<file path="src/rtl/uart_tx_arbiter.sv">
// ============================================================================
// Module  : uart_tx_arbiter
// Purpose : Round-robin arbiter sharing one UART transmitter among N_REQ
//           byte producers; holds each grant until the transmitter's tx_done.
//           Optional watchdog enabled by defining UART_ARB_TIMEOUT_EN.
// Rev     : 1.0  initial release
// ============================================================================
`default_nettype none

module uart_tx_arbiter #(
  parameter int N_REQ          = 4,
  parameter int DATA_W         = 8,
  parameter int TIMEOUT_CYCLES = 4096
) (
  input  logic                       clk,
  input  logic                       reset_n,
  input  logic [N_REQ-1:0]           req_valid,
  input  logic [N_REQ*DATA_W-1:0]    req_data,
  output logic [N_REQ-1:0]           req_ready,
  output logic                       tx_start,
  output logic [DATA_W-1:0]          tx_data,
  input  logic                       tx_done,
  output logic [$clog2(N_REQ)-1:0]   grant_id,
  output logic                       busy,
  output logic                       timeout_err
);

  localparam int IDX_W = $clog2(N_REQ);
  localparam logic [IDX_W-1:0] c_last_idx = IDX_W'(N_REQ - 1);

  typedef enum logic [0:0] {
    S_IDLE      = 1'b0,
    S_WAIT_DONE = 1'b1
  } state_t;

  state_t              r_state;
  state_t              w_state_nxt;
  logic [IDX_W-1:0]    r_last_grant;
  logic [IDX_W-1:0]    w_last_grant_nxt;

  logic [N_REQ-1:0]    w_req_ready_nxt;
  logic                w_tx_start_nxt;
  logic [DATA_W-1:0]   w_tx_data_nxt;
  logic [IDX_W-1:0]    w_grant_id_nxt;
  logic                w_busy_nxt;
  logic                w_timeout_nxt;

  logic                w_any_valid;
  logic [IDX_W-1:0]    w_sel;
  logic [IDX_W-1:0]    w_scan_idx;
  logic                w_wd_expired;

  logic [DATA_W-1:0]   w_req_byte [N_REQ];

  genvar gi;
  generate
    for (gi = 0; gi < N_REQ; gi++) begin : g_unpack
      assign w_req_byte[gi] = req_data[gi*DATA_W +: DATA_W];
    end
  endgenerate

  // Scan from the farthest offset down to the nearest, so the nearest
  // requester after last_grant is the one left in w_sel.
  always_comb begin
    w_any_valid = 1'b0;
    w_sel       = r_last_grant;
    w_scan_idx  = '0;
    for (int k = N_REQ; k >= 1; k--) begin
      w_scan_idx = IDX_W'((int'(r_last_grant) + k) % N_REQ);
      if (req_valid[w_scan_idx]) begin
        w_any_valid = 1'b1;
        w_sel       = w_scan_idx;
      end
    end
  end

`ifdef UART_ARB_TIMEOUT_EN
  localparam int CNT_W = $clog2(TIMEOUT_CYCLES + 1);
  localparam logic [CNT_W-1:0] c_wd_limit = CNT_W'(TIMEOUT_CYCLES - 1);

  logic [CNT_W-1:0] r_wd_cnt;

  // Zero in IDLE so the count starts fresh on every entry to WAIT_DONE.
  always_ff @(posedge clk or negedge reset_n) begin
    if (!reset_n) begin
      r_wd_cnt <= '0;
    end else if (r_state == S_WAIT_DONE) begin
      r_wd_cnt <= r_wd_cnt + 1'b1;
    end else begin
      r_wd_cnt <= '0;
    end
  end

  assign w_wd_expired = (r_state == S_WAIT_DONE) && (r_wd_cnt == c_wd_limit);
`else
  assign w_wd_expired = 1'b0;
`endif

  always_comb begin
    w_state_nxt      = r_state;
    w_last_grant_nxt = r_last_grant;
    w_req_ready_nxt  = '0;
    w_tx_start_nxt   = 1'b0;
    w_tx_data_nxt    = tx_data;
    w_grant_id_nxt   = grant_id;
    w_busy_nxt       = busy;
    w_timeout_nxt    = 1'b0;

    case (r_state)
      S_IDLE: begin
        if (w_any_valid) begin
          w_tx_data_nxt          = w_req_byte[w_sel];
          w_tx_start_nxt         = 1'b1;
          w_req_ready_nxt[w_sel] = 1'b1;
          w_grant_id_nxt         = w_sel;
          w_last_grant_nxt       = w_sel;
          w_busy_nxt             = 1'b1;
          w_state_nxt            = S_WAIT_DONE;
        end
      end
      S_WAIT_DONE: begin
        // A completion in the same cycle as expiry counts as a normal finish.
        if (tx_done) begin
          w_busy_nxt  = 1'b0;
          w_state_nxt = S_IDLE;
        end else if (w_wd_expired) begin
          w_timeout_nxt = 1'b1;
          w_busy_nxt    = 1'b0;
          w_state_nxt   = S_IDLE;
        end
      end
      default: begin
        w_busy_nxt  = 1'b0;
        w_state_nxt = S_IDLE;
      end
    endcase
  end

  always_ff @(posedge clk or negedge reset_n) begin
    if (!reset_n) begin
      r_state      <= S_IDLE;
      r_last_grant <= c_last_idx;
      req_ready    <= '0;
      tx_start     <= 1'b0;
      tx_data      <= '0;
      grant_id     <= '0;
      busy         <= 1'b0;
      timeout_err  <= 1'b0;
    end else begin
      r_state      <= w_state_nxt;
      r_last_grant <= w_last_grant_nxt;
      req_ready    <= w_req_ready_nxt;
      tx_start     <= w_tx_start_nxt;
      tx_data      <= w_tx_data_nxt;
      grant_id     <= w_grant_id_nxt;
      busy         <= w_busy_nxt;
      timeout_err  <= w_timeout_nxt;
    end
  end

endmodule

`default_nettype wire

</file>
<file path="config.mk">
export PLATFORM = sky130hd
export DESIGN_NAME = uart_tx_arbiter
export DESIGN_NICKNAME = d
export VERILOG_FILES = /design/src/rtl/uart_tx_arbiter.sv
export SDC_FILE = /design/constraint.sdc
export NUM_CORES = 1
export LEC_CHECK = 0
export ABC_AREA = 1
export ABC_CLOCK_PERIOD_IN_PS = 3500
export BUFFER_PORTS_ARGS = -buffer_cell sky130_fd_sc_hd__clkbuf_2
export CELL_PAD_IN_SITES_DETAIL_PLACEMENT = 1
export CELL_PAD_IN_SITES_GLOBAL_PLACEMENT = 1
export CORE_MARGIN = 8
export CORE_UTILIZATION = 30
export CTS_CLUSTER_DIAMETER = 80
export DETAILED_ROUTE_END_ITERATION = 8
export PLACE_DENSITY_LB_ADDON = 0.15
export SYNTH_ARGS = -nofsm -noshare
export SYNTH_HDL_FRONTEND = slang
export SYNTH_SLANG_ARGS = --single-unit
</file>
<file path="constraint.sdc">
create_clock -name clk -period 3.5 [get_ports clk]
set_clock_uncertainty 0.15 [all_clocks]
set_input_delay 0.175 -clock clk [delete_from_list [all_inputs] [get_ports clk]]
set_output_delay 0.175 -clock clk [all_outputs]
set_load 0.01 [all_outputs]
</file>
# Word level (Yosys, flattened, before mapping)
# Index checks and enable logic that the tools add are counted.
dict set report totals {
  out_inout_bits 17
  word_cells 55
  input_bits 39
  regBits 19
}
dict set report op_classes {
  n_mux 30
  reduce_logical 3
  n_eq_ne 2
  add_sub_neg 4
  n_bitwise 2
  magnitude_cmp 7
}
# operator n
set ops {}
lappend ops {{8-bit binary-select mux with 2-bit select} 1}
lappend ops {{8-bit two-way mux} 2}
lappend ops {{2-bit by 3-bit less-than comparator with 1-bit output, second input constant} 5}
lappend ops {{1-bit two-way mux} 14}
lappend ops {{1-bit binary-select mux with 2-bit select} 4}
lappend ops {{2-bit two-way mux} 4}
lappend ops {{4-bit two-way mux} 2}
lappend ops {{2-bit by 1-bit adder with 2-bit output, second input constant} 2}
lappend ops {{2-bit adder, second input constant} 2}
lappend ops {{2-bit inequality test, second input constant} 2}
lappend ops {{1-bit one-hot mux with 2 select lines} 2}
lappend ops {{2-bit AND reduction} 2}
lappend ops {{3-bit greater-or-equal comparator, second input constant} 1}
lappend ops {{2-bit NOT with 3-bit output} 1}
lappend ops {{1-bit demux with 2-bit select} 1}
lappend ops {{2-bit by 1-bit greater-or-equal comparator with 1-bit output, second input constant} 1}
lappend ops {{1-bit logical AND} 1}
lappend ops {{1-bit NOT} 1}

# Depth between registers and ports, before layout
# Gate-level depths: netlist of the first run.
dict set report depth {
  word_depth 13
  depth_mapped 16
  depth_no_buf 14
}

# Worst setup path before layout of the first run
# Ideal clock, no wire load.
dict set report synth_path {
  path_type {register to register}
  startpoint {register r_last_grant[0]}
  endpoint {register tx_data[4]}
  arrival_ps 1620
  path_stages_with_launch 16
  path_slack_ps 1614
  setup_ps 116
  required_time_ps 3234
  synth_period_minus_slack_ps 1886
  n_path_buf 2
  path_cell_list {dfstp_2 -> buf_6 -> nand2_1 -> o21ai_1 -> nand2_1 -> nand2_1 -> nand2_2 -> nand2_2 -> nand2_4 -> nand2_4 -> buf_6 -> nand2_2 -> nand3_2 -> nand2_1 -> nand2_1 -> nand2_1}
}
dict set report synth_between {
  elab_chain_cells 11
  word_cells_on_any_way 25
  classes_between {4 x add/sub; 19 x mux; 1 x bitwise; 1 x reduce/logical}
}
# item line_no
set synth_lines {}
lappend synth_lines {{start, declared} 38} ;# logic [IDX_W-1:0] r_last_grant;
lappend synth_lines {{start signal, assigned} 142} ;# r_last_grant <= c_last_idx;
lappend synth_lines {{start signal, assigned} 151} ;# r_last_grant <= w_last_grant_nxt;
lappend synth_lines {{2-bit by 1-bit adder with 2-bit output} 69} ;# w_scan_idx = IDX_W'((int'(r_last_grant) + k) % N_REQ);
lappend synth_lines {{1-bit binary-select mux with 2-bit select} 70} ;# if (req_valid[w_scan_idx]) begin
lappend synth_lines {{1-bit two-way mux (not written as such)} 70}
lappend synth_lines {{2-bit two-way mux (4 in series)} 70}
lappend synth_lines {{2-bit NOT with 3-bit output (not written as such)} 112} ;# w_tx_data_nxt = w_req_byte[w_sel];
lappend synth_lines {{8-bit binary-select mux with 2-bit select} 112}
lappend synth_lines {{8-bit two-way mux (not written as such) (2 in series)} 112}
lappend synth_lines {{end signal, assigned} 154} ;# tx_data <= w_tx_data_nxt;
lappend synth_lines {{end, declared} 21} ;# output logic [DATA_W-1:0] tx_data,
# Several ways; a longest one is shown, not always the timed one. The select of a mux whose other input is x is not followed.
# A chain may end at the register's enable or synchronous reset.

# Final worst setup path of the first run
dict set report layout_path {
  startpoint {register r_last_grant[0]}
  endpoint {register tx_data[1]}
}
# The elaborated chain is that of the path after synthesis.

==> results, run 1 <==
- The sum of net half-perimeters after detailed placement is 3.24 mm.
- The vias after detailed routing is between 1000 and 1500.
- The detailed-routing iteration count for the pre-antenna-repair pass is 4.
- The antenna diode count is 0.
- The floorplan has 24 rows.
- The endpoint identified for the worst register-to-register timing path is tx_data[1]$_DFFE_PN0P_.
- The number of buffer cells added on primary ports is 54.
- The count of yosys warnings during synthesis is 0.
- The H-tree depth reported by CTS is 1.
- The top cell type's share of synthesized area is 0.308.
- Dividing the detail-routed via count by the number of cells gives between 4 and 5.
- For this run, the register share of the synthesized area comes to 0.346.
- The shortest period the worst path allows is around 2.4 ns.
- Ranked by total cell area, the synthesized netlist is headed by sky130_fd_sc_hd__dfrtp_1, sky130_fd_sc_hd__nand2_1, sky130_fd_sc_hd__nand3_1.
- The capturing element of the worst setup path is tx_data[1]$_DFFE_PN0P_.
- The most used flip-flop cell after synthesis is sky130_fd_sc_hd__dfrtp_1.
- The number of ports placed on the die boundary is between 50 and 60.
- The largest net degree at the start of global routing is 20.
- The synthesized net count is roughly 250.
- The critical path goes through inv_8 -> nand2_4 -> nand2_2 -> nor2_1 -> nand2_1 -> nand3_1 -> nand2_1 -> inv_1 -> nand3_1 -> nand2_1 -> nand2_1 -> nand2_1.
- The wire length on met1 is between 2 and 2.5 mm.
- The effective utilization at floorplan is 0.315.
- The number of hold violations in the final report is 0.
- The global-route congestion overflow total is 0.
- From left edge to right edge, the die measures roughly 84 um.
- Yosys instantiated no cell more often than sky130_fd_sc_hd__nand2_1.
- Counting distinct cell types in the post-synthesis netlist gives 22.
- The startpoint identified for the worst register-to-register timing path is r_last_grant[0]$_DFFE_PN1P_.
- Of all nets on the critical path, the largest fanout is 11.
- The category of the most critical setup path is flop to flop.
- The slew of the pin with the lowest slew margin is 0.638 ns.
- The cell chosen for the clock root is sky130_fd_sc_hd__clkbuf_8.
- The total number of nets in the final design is roughly 300.
- STA classifies the critical path startpoint as a flop.
- The run finished with clean final reports.
- The worst reg2reg path depth is 12.
- The number of max-slew violations in the final report is 0.
- IR analysis of the VDD net gives a maximum drop of 0.225 mV.
- STA puts the critical path data required time at 3.54 ns.
- The number of antenna violations at the first check in global routing is 0.
- In the finished design, the share of the clock period the worst path needs comes to 0.699.
- The placed instance area is 1650 sq um.
- The number of cells produced by synthesis is 206.
- For flop-to-flop paths, the worst setup slack is approximately 1.1 ns.
- Counting flops with a built-in enable in the synthesized netlist gives 0.
- The via count of the first global-routing pass is 1419.
- The core outline area is 4380 sq um.
- Wire segments on met2 add up to 1.61 mm in the final route.
- The peak clock frequency supported by timing is 409 MHz.
- The maximum count of clock buffers along a single path is 2.
- The highest metal layer carrying signal wires in the routed design is met4.
- For this block, the routed nets add up to slightly below 4 mm of wire.
- The most numerous cell type found on the critical path is sky130_fd_sc_hd__nand2_1.
- After synthesis, the most frequently instantiated cells are sky130_fd_sc_hd__nand2_1, sky130_fd_sc_hd__inv_1, sky130_fd_sc_hd__nand3_1.
- The worst endpoint data arrival time is between 2 and 2.5 ns.
- The layout cell share with drive strength beyond 1 is 0.342.
- After clock tree synthesis, the setup repair step added 0 buffers.
- For this run, design rule violations remaining after detail routing come to 0.
- Setup violations remaining at the end of the flow were counted as 0.
- Along the worst hold path, the cell count comes to 4.
- The final routed wire length divided by cell count is between 10 and 15 um.
- Summed over all cells, the static leakage comes to between 1 and 1.5 nW.
- The starting DRC count in detailed routing is between 50 and 60.
- Counting flops with an async set or reset pin after synthesis yields a share of 1.00.
- The timing startpoint of the critical path is r_last_grant[0]$_DFFE_PN1P_.
- The kind of end point of the critical path is a flop.
- At the later pin of the worst-skew pair, clock insertion delay measures approximately 0.25 ns.
- In this run the tightest slew margin relative to its limit is 0.574.
- The top cell type by total area after synthesis is sky130_fd_sc_hd__dfrtp_1.
- The area growth from synthesis to layout is 23.5%.
- The clock tree from TritonCTS is built.
- A synthesized cell averages about 6.7 sq um.
- The total of cells resized after clock tree synthesis is 0.
- The number of max-capacitance violations reported is 0.
- The detail route stage leaves a number of antenna-violating nets equal to 0.
- On the critical path, the stage with the largest delay is an instance of sky130_fd_sc_hd__dfstp_2.
- The global router's overall resource usage is 0.116.
- The congestion estimate from routability-driven global placement came to a little over 0.8.
- The vertical die dimension is 83.9 um.
- The post-route standard cell area excluding fillers is about 1700 sq um.
- The floorplan step defined a die boundary enclosing 7040 sq um.
- The number of clock buffers added by TritonCTS is 3.
- Power spread over the standard cell area amounts to around 1000 nW/um^2.
- The met3 layer wire length in the routed design is about 220 um.
- The clock net in this run drives a total of 19 sinks.
- Setup total negative slack on the finished layout was measured at 0 ns.
- After clock tree synthesis, the clock-pin slew on the worst setup and hold paths is ~0.070 ns.
- The global-route wire length before repair is ~7 mm.
- The worst hold-check path type is input pin to flop.
- Setup repair after global routing left no endpoint under its margin.
- The synthesized flop and latch total is 19.
- The combined area of all synthesized cells is ~1400 sq um.
- For this run, the slowest stage of the critical path takes a little under 0.7 ns.
-- per-stage QoR --
stage               power, mW  setup slack, ns  hold WS, ns   util  std cells
floorplan                1.33             1.61       -0.271      -        206
global placement         1.57             1.15      0.00282  0.377        304
detailed placement       1.58             1.06      0.00716  0.377        304
CTS                      1.74             1.03       0.0235  0.390        309
global route             1.92            0.798       0.0461  0.390        309
finish                   1.71             1.05       0.0277  0.390        309
-- final cells by class --
type                            count  area (sq um)
Multi-Input combinational cell    135           666
Clock buffer                        3          41.3
Clock inverter                      1          5.00
Fill cell                         599          2680
Sequential cell                    19           478
Inverter                           44           173
Timing Repair Buffer               55           280
Tap cell                           52          65.1
-- where the power goes --
part / internal, mW / switching (mW)
Clock: 0.0790 / 0.0711
Combinational: 0.378 / 0.780
Sequential: 0.327 / 0.0741
Total: 0.784 / 0.925
-- metal layers --
| layer | global-route usage | vias to the layer above |
|---|---|---|
| met1 | 0.168 | 608 |
| li1 | - | 718 |
| met4 | 0.0518 | 0 |
| met3 | 0.0254 | 6 |
| met5 | 0 | - |
| met2 | 0.155 | 39 |
-- cell usage in the layout (no fill, tap or decap), drive strengths merged --
master | synthesis | final
nand2 | 82 | 82
clkbuf | 0 | 57
inv | 44 | 44
nand3 | 37 | 37
dfrtp | 17 | 17
nor2 | 8 | 8
o21ai | 3 | 3
a21oi | 2 | 2
dfstp | 2 | 2
or2 | 1 | 1
a221oi | 1 | 1
conb | 1 | 1
clkinv | 0 | 1
dlygate4sd3 | 0 | 1
-- how the worst min path moves through the flow --
stage | startpoint | end | slack [ns]
after floorplan | reset_n | busy$_DFFE_PN0P_ | -0.27
after global placement | reset_n | busy$_DFFE_PN0P_ | 0.003
after detailed placement | reset_n | busy$_DFFE_PN0P_ | 0.007
after CTS | tx_done | busy$_DFFE_PN0P_ | 0.02
after global routing | tx_done | busy$_DFFE_PN0P_ | 0.05
final | tx_done | busy$_DFFE_PN0P_ | 0.03
-- cell families after synthesis --
family,share of synthesized area
flip-flops,0.346
buffers and inverters,0.173
AND/OR/NAND/NOR,0.450
AO/OA/AOI/OAI,0.0290
other,0.00271
-- sequential cells by signal (all words and copies together) (netlist names) --
signal,flops
tx_data,8
req_ready,4
grant_id,2
r_last_grant,2
busy,1
r_state,1
tx_start,1
-- worst max-delay path: cells and delay by family (launching register included) --
family	cells	cell delay, ns
buffers and inverters	2	0.48
flip-flops	1	0.68
AND/OR/NAND/NOR	10	1.07
-- repair_timing --
item / 4_1_cts / 5_1_grt
setup endpoints to repair: 0 / 0
hold buffers: 1 / 0
hold endpoints to repair: 17 / 0
(Power assumes the default switching activity.)
==> run 2: changes to the inputs <==
--- a/config.mk
+++ b/config.mk
@@ -6,7 +6,7 @@
 export NUM_CORES = 1
 export LEC_CHECK = 0
 export ABC_AREA = 1
-export ABC_CLOCK_PERIOD_IN_PS = 3500
+export ABC_CLOCK_PERIOD_IN_PS = 2340
 export BUFFER_PORTS_ARGS = -buffer_cell sky130_fd_sc_hd__clkbuf_2
 export CELL_PAD_IN_SITES_DETAIL_PLACEMENT = 1
 export CELL_PAD_IN_SITES_GLOBAL_PLACEMENT = 1
==> constraint.sdc (replaced) <==
create_clock -name clk -period 2.34 [get_ports clk]
set_clock_uncertainty 0.15 [all_clocks]
set_input_delay 0.117 -clock clk [delete_from_list [all_inputs] [get_ports clk]]
set_output_delay 0.117 -clock clk [all_outputs]
set_load 0.01 [all_outputs]
==> run 2 against run 1 <==
- via count up 1.8%
- final cell count up 2.3%
- worst setup slack worse by 0.83 ns
- critical path depth up 1
- first-iteration DRC count down 36%
- sequential share of layout area down 1.3 points
- core utilization up 1.9 points
- die area unchanged
- largest cell class unchanged
- highest routed layer unchanged
==> results, run 2 (synthesized netlist as in run 1, its figures left out) <==
- The total overflow left after global routing is 0.
- At the end of the flow, the number of nets in the layout was slightly above 300.
- Data on the critical path arrives at its endpoint at 2.12 ns.
- The worst hold path belongs to the class input pin to flop.
- VDD sags by at most approximately 0.58 mV.
- The number of max-slew violations in the final report is 0.
- The number of hold violations in the final report is 0.
- The data required time at the worst endpoint is roughly 2.4 ns.
- In the final layout, the registers with the most flip-flops are tx_data (8), req_ready (4).
- The routability congestion estimate from global placement is around 0.77.
- The final worst hold slack is about 0.11 ns.
- In this run the number of H-tree levels came out at 1.
- Leaving out filler cells and counting taps, the final layout contains approximately 320.
- The run finished with clean final reports.
- The setup slack of the most critical reg-to-reg path is around 0.23 ns.
- The final core utilization is 0.408.
- For the final routed database, the setup TNS stands at 0 ns.
- Setup repair after global routing left no endpoint under its margin.
- The share of total power dissipated in sequential elements is 0.207.
- Before antenna repair, the detailed router went through 4 iterations.
- Of the total power, the clock network draws 0.082.
- In the routed design, unresolved DRC markers number 0.
- The number of ports placed on the die boundary is between 50 and 60.
- The via count of the first global-routing pass is between 1000 and 1500.
- The global-route wire length before repair is slightly below 7 mm.
- From bottom edge to top edge, the die measures 83.9 um.
- After detailed routing, the total wire length is approximately 4 mm.
- The power density over cell area is 1550 nW/um^2.
- Internal power comes to around 1.3 mW.
- The number of nets with antenna violations after detailed routing is 0.
- The maximum fanout along the worst path is 10.
- The TritonCTS buffer count is 3.
- The number of antenna violations at the first check in global routing is 0.
- The number of buffer cells added on primary ports is 54.
- After filler insertion, the fill cell instance count of the layout stands at around 600.
- The share of total power consumed by net switching is 0.525.
- The instance count after placement with tap cells included is between 300 and 400.
- Counting along the longest clock path gives a buffer depth of 2.
- Of the available clock period, the critical path in the final layout requires 0.902.
- After floorplanning, the core was divided into 24 placement rows.
- The insertion delay of the later-clocked pin in the worst-skew pair is 0.25 ns.
- In the final layout, the share of cells above drive strength 1 is 0.360.
- Setup violations remaining at the end of the flow were counted as 0.
- Detailed placement finished with a half-perimeter wire length of 3.28 mm.
- STA classifies the critical path startpoint as a flop.
- The die extent in x is 83.9 um.
- The most repeated library cell on the critical path is sky130_fd_sc_hd__nand2_1.
- The antenna diode count is 0.
- The switching power is ~1.5 mW.
- The part of the total power dissipated in combinational logic is 0.711.
- STA classifies the critical path endpoint as a flop.
- Counting buffers and inverters, the worst setup path is 13 cells deep.
- After clock tree synthesis, the clock-pin slew on the worst setup and hold paths is ~0.070 ns.
- For this block, the via count after detailed routing is approximately 1400.
- The timing startpoint of the critical path is r_last_grant[0]$_DFFE_PN1P_.
- The shortest period the worst path allows is ~2.1 ns.
- The tree built by TritonCTS fans out to 19 sinks.
- The worst register-to-register path begins at r_last_grant[0]$_DFFE_PN1P_.
- The area growth from synthesis to layout is 29.5%.
- The clock tree from TritonCTS is built.
- In the layout the commonest cells are sky130_fd_sc_hd__nand2_1, sky130_fd_sc_hd__clkbuf_2, sky130_fd_sc_hd__inv_1.
- The completed layout was analyzed and its total power is about 2.8 mW.
- The most common cell after layout, fill and taps aside is sky130_fd_sc_hd__nand2_1.
- The effective utilization at floorplan is 0.315.
- The delay of the slowest critical-path stage is 0.55 ns.
- The signal on the critical path passes through buf_2 -> o21ai_1 -> nand2_1 -> nand2_1 -> nand2_2 -> nand2_2 -> nand2_4 -> buf_4 -> nand3_1 -> nand3_1 -> nand2_1 -> nand2_1 -> nand2_1.
- The register with the most flip-flops in the layout has 8 of them.
- The worst setup path is of the flop to flop kind.
- The static leakage power is 1.12 nW.
- The worst reg2reg path depth is 13.
- The number of max-capacitance violations reported is 0.
- For this block, the initial DRC count from the detailed router was 34.
- The core region is between 4000 and 5000 sq um.
- Entering global routing, the biggest net connects 20 pins.
- The global router's overall resource usage is 0.113.
- The peak clock frequency supported by timing is around 470 MHz.
- The full die area is between 7000 and 8000 sq um.
- The cell chosen for the clock root is sky130_fd_sc_hd__clkbuf_8.
- The routed via count divided by cell count is between 4 and 5.
- The critical-path cell with the highest stage delay is sky130_fd_sc_hd__dfstp_2.
- After detailed routing, the average wire length per cell comes to 12.8 um.
- Ranked by flip-flop count, first place goes to tx_data.
- The worst reg2reg path endpoint is tx_data[0]$_DFFE_PN0P_.
- The buffer and inverter count on the worst path is 2.
- Grouping stages by cell kind, the critical path spends the most delay in simple AND/OR/NAND/NOR gates.
- The capturing element of the worst setup path is tx_data[0]$_DFFE_PN0P_.
-- run 2: changes by cell type in the layout (fill, tap and decap cells not counted), sizes merged --
cell	before	now
dlygate4sd3	1	2
inv	44	43
buf	0	6
clkinvlp	0	1
-- run 2: per-layer routing --
metal / vias up / part of all wire / GRT usage / routed length [um]
met3: 5 / 0.051 / 0.0195 / 205
met5: - / 0 / 0 / 0
li1: 732 / - / - / -
met4: 0 / 0.015 / 0.0471 / 62
met2: 40 / 0.44 / 0.178 / 1790
met1: 619 / 0.49 / 0.147 / 1980
-- run 2: worst reg2reg max path, stage by stage, from the launching register on --
cell	delay, ns
sky130_fd_sc_hd__dfstp_2	0.55
sky130_fd_sc_hd__buf_2	0.17
sky130_fd_sc_hd__o21ai_1	0.12
sky130_fd_sc_hd__nand2_1	0.07
sky130_fd_sc_hd__nand2_1	0.06
sky130_fd_sc_hd__nand2_2	0.10
sky130_fd_sc_hd__nand2_2	0.07
sky130_fd_sc_hd__nand2_4	0.15
sky130_fd_sc_hd__buf_4	0.19
sky130_fd_sc_hd__nand3_1	0.09
sky130_fd_sc_hd__nand3_1	0.09
sky130_fd_sc_hd__nand2_1	0.08
sky130_fd_sc_hd__nand2_1	0.07
sky130_fd_sc_hd__nand2_1	0.05
-- run 2: final cells by class --
type,instances,area (sq um),area share
timing repair buffer,62,345,0.193
tap,52,65.1,0.0363
clock inverter,1,5.00,0.00280
sequential,19,478,0.267
multi-input combinational,135,679,0.379
inverter,44,176,0.0985
clock buffer,3,41.3,0.0231
-- run 2: power by group through the flow --
stage	Combinational [mW]	Clock, mW	Sequential [mW]
floorplan	1.37	0	0.624
global placement	1.82	0	0.613
detailed placement	1.85	0	0.608
CTS	1.86	0.236	0.603
global route	2.22	0.247	0.593
finish	1.98	0.228	0.574
-- run 2: how the worst min path moves through the flow --
stage / from / endpoint / slack (ns) / depth (start not counted)
after CTS: req_data[4] / tx_data[4]$_DFFE_PN0P_ / 0.11 / 7
after global routing: req_data[17] / tx_data[1]$_DFFE_PN0P_ / 0.14 / 7
after global placement: reset_n / tx_start$_DFF_PN0_ / -0.06 / 1
after detailed placement: reset_n / req_ready[3]$_DFF_PN0_ / -0.06 / 1
final: req_data[4] / tx_data[4]$_DFFE_PN0P_ / 0.11 / 7
after floorplan: reset_n / busy$_DFFE_PN0P_ / -0.33 / 0
-- run 2: repair_timing --
item,in CTS,in global routing
hold endpoints to repair,21,0
resized for setup,0,3
hold buffers,2,0
setup endpoints to repair,0,13
setup buffers,0,3
-- run 2: metrics by stage --
step,setup WS (ns),instance area (sq um)
2_1_floorplan,0.454,1380
3_3_place_gp,0.146,1670
3_5_place_dp,0.124,1670
4_1_cts,0.111,1740
5_1_grt,0.0802,1790
6_report,0.229,1790
==> run 3: changes to the inputs <==
--- a/config.mk
+++ b/config.mk
@@ -14,6 +14,7 @@
 export CORE_UTILIZATION = 30
 export CTS_CLUSTER_DIAMETER = 80
 export DETAILED_ROUTE_END_ITERATION = 8
+export HOLD_SLACK_MARGIN = 0.15
 export PLACE_DENSITY_LB_ADDON = 0.15
 export SYNTH_ARGS = -nofsm -noshare
 export SYNTH_HDL_FRONTEND = slang
==> run 3 against run 2 <==
- worst hold slack better by 0.036 ns
- via count is 3.9% higher
- combinational power is essentially flat
- first-iteration DRC count grew 29%
- largest cell class unchanged
- highest routed layer unchanged
==> results, run 3 (synthesized netlist as in run 1, its figures left out) <==
- The layout cell share with drive strength beyond 1 is 0.343.
- The synthesis-to-finish area growth is 38.9%.
- The top cell types in the final layout, fill and taps aside, are sky130_fd_sc_hd__nand2_1, sky130_fd_sc_hd__clkbuf_2, sky130_fd_sc_hd__inv_1.
- The number of max-capacitance violations reported is 0.
- The routed via count divided by cell count is between 4 and 5.
- The part of the cycle the worst path needs is 0.898.
- The TritonCTS buffer count is 3.
- The number of hold violations in the final report is 0.
- The total number of nets in the final design is 317.
- The largest registers in the layout are tx_data (8), req_ready (4).
- The worst hold-check path type is input pin to flop.
- The shortest period the worst path allows is around 2.1 ns.
- The endpoint with the worst hold slack is tx_data[7]$_DFFE_PN0P_.
- The global router's overall resource usage is 0.120.
- The number of placement rows is 24.
- The number of max-slew violations in the final report is 0.
- For this design, the sink count on the clock tree is 19.
- The setup slack of the most critical reg-to-reg path is approximately 0.24 ns.
- The worst reg2reg path endpoint is tx_data[3]$_DFFE_PN0P_.
- Leaving out fill and tap cells, the most frequent cell in the layout is sky130_fd_sc_hd__nand2_1.
- The via count of the first global-routing pass came to between 1500 and 2000.
- The congestion estimate from routability-driven global placement came to between 0.7 and 0.8.
- The number of antenna violations at the first check in global routing is 0.
- The delay of the slowest critical-path stage is approximately 0.55 ns.
- Once detail routing completed, the nets flagged for antenna violations numbered 0.
- The clock reaches the later pin of the worst-skew pair after about 0.25 ns.
- The largest net degree at the start of global routing is 20.
- The number of buffer cells added on primary ports is 54.
- In this run the critical register-to-register path is launched from r_last_grant[0]$_DFFE_PN1P_.
- For the final routed database, the setup TNS stands at 0 ns.
- The sum of net half-perimeters after detailed placement is between 3 and 4 mm.
- Setup violations remaining at the end of the flow were counted as 0.
- The post-route DRC violation count is 0.
- For this run the aggregate overflow at the end of global routing stands at 0.
- The category of the most critical setup path is flop to flop.
- The vias after detailed routing is approximately 1500.
- Counting tap cells, the placed design contains a total of just over 300 instances.
- The number of flip-flops under the largest register name is 8.
- In this run the power density over the cells is roughly 1500 nW/um^2.
- The signal on the critical path passes through buf_12 -> inv_8 -> nand2_4 -> nand3_1 -> nand2_1 -> inv_1 -> nand2_2 -> nand2_2 -> nand2_4 -> buf_4 -> nand3_1 -> nand3_1 -> nand2_1 -> nand2_1 -> nand2_1.
- The maximum fanout along the worst path is 10.
- Setup repair after global routing left no endpoint under its margin.
- The number of ports placed on the die boundary is 56.
- The kind of end point of the critical path is a flop.
- The global-route wire length before repair is between 7 and 8 mm.
- After detailed routing, the total wire length is approximately 4.3 mm.
- For the worst setup path, the data required time is between 2 and 2.5 ns.
- The number of fill cells is between 500 and 600.
- The worst reg2reg path depth is 15.
- The clock-pin slew of the registers on the worst-case setup and hold paths is 0.07 ns.
- Measured along the y axis, the die boundary spans around 84 um.
- The antenna diode count is 0.
- The total area inside the core boundary comes to between 4000 and 5000 sq um.
- The H-tree depth reported by CTS is 1.
- The startpoint identified for the worst hold timing path is req_data[15].
- In this design, the critical path's most frequently occurring cell is sky130_fd_sc_hd__nand2_1.
- The register bank with the most flops is tx_data.
- The pre-antenna-repair detailed-routing pass consisted of 4 iterations.
- The slowest stage of the critical path belongs to the cell sky130_fd_sc_hd__dfstp_2.
- The initial utilization of the core area, before any placement, comes to 0.315.
- The clock tree from TritonCTS is built.
- For this block, the initial DRC count from the detailed router was 44.
- The worst-case IR drop observed on VDD is ~0.59 mV.
- The maximum count of clock buffers along a single path is 2.
- The floorplan step defined a die boundary enclosing just over 7000 sq um.
- From left edge to right edge, the die measures about 84 um.
- The cell sitting at the root of the clock tree is a sky130_fd_sc_hd__clkbuf_8.
- The run finished with clean final reports.
- For this design the static power due to leakage is approximately 1.2 nW.
- The worst hold path was traced through 7 stages.
- The peak clock frequency supported by timing is around 480 MHz.
- For the worst setup path, the data arrival time is between 2 and 2.5 ns.
- The nature of the critical path startpoint is a flop.
- After the flow finishes, the layout carries non-filler instances totaling between 300 and 400.
- The final routed wire length divided by cell count is about 13 um.
## run 3: cell count changes in the layout (fill, tap and decap cells not counted)
cell                            delta
sky130_fd_sc_hd__dlygate4sd3_1    +13
## run 3: metal layers
metal / up-vias / GRT usage / part of all wire
li1: 757 / - / -
met1: 651 / 0.159 / 0.48
met2: 38 / 0.189 / 0.46
met3: 5 / 0.0195 / 0.045
met4: 0 / 0.0471 / 0.014
met5: - / 0 / 0
## run 3: worst max-delay path: cells and delay by family, from the launching register on
| kind | cells | cell delay (ns) |
|---|---|---|
| AND/OR/NAND/NOR | 11 | 0.89 |
| flip-flops | 1 | 0.55 |
| buffers and inverters | 4 | 0.40 |
## run 3: cell type report
class	instances	area, sq um	area share
Sequential cell	19	478	0.249
Tap cell	52	65.1	0.0339
Multi-Input combinational cell	135	679	0.354
Clock buffer	3	41.3	0.0215
Clock inverter	1	5.00	0.00261
Timing Repair Buffer	75	475	0.248
Inverter	44	176	0.0919
## run 3: power by group
group	leakage (nW)	internal, mW	switching [mW]	total [mW]
Clock	0.0255	0.118	0.111	0.230
Sequential	0.234	0.488	0.0846	0.573
Combinational	0.918	0.726	1.28	2.00
## run 3: timing repair
item                       CTS  global route
hold endpoints to repair    28             0
setup buffers                0             3
hold buffers                15             0
setup endpoints to repair    0            13
gates resized for setup      0             3
## run 3: through the flow
stage	util	power, mW	setup WS (ns)	instance area (sq um)	hold slack, ns
2_1_floorplan	-	1.99	0.454	1380	-0.329
6_report	0.438	2.80	0.238	1920	0.150
5_1_grt	0.438	3.09	0.0791	1920	0.182
3_3_place_gp	0.382	2.44	0.146	1670	-0.0605
4_1_cts	0.427	2.71	0.111	1870	0.152
3_5_place_dp	0.382	2.46	0.124	1670	-0.0593
## run 3: how the worst max path moves through the flow
stage,start,end,slack [ns],depth (start not counted)
finish,r_last_grant[0]$_DFFE_PN1P_,tx_data[3]$_DFFE_PN0P_,0.24,15
CTS,r_last_grant[0]$_DFFE_PN1P_,req_ready[3]$_DFF_PN0_,0.11,7
floorplan,r_last_grant[0]$_DFFE_PN1P_,tx_data[4]$_DFFE_PN0P_,0.45,15
detailed placement,r_last_grant[0]$_DFFE_PN1P_,req_ready[3]$_DFF_PN0_,0.12,7
global placement,r_last_grant[0]$_DFFE_PN1P_,tx_data[3]$_DFFE_PN0P_,0.15,13
global route,r_last_grant[0]$_DFFE_PN1P_,tx_data[3]$_DFFE_PN0P_,0.08,15
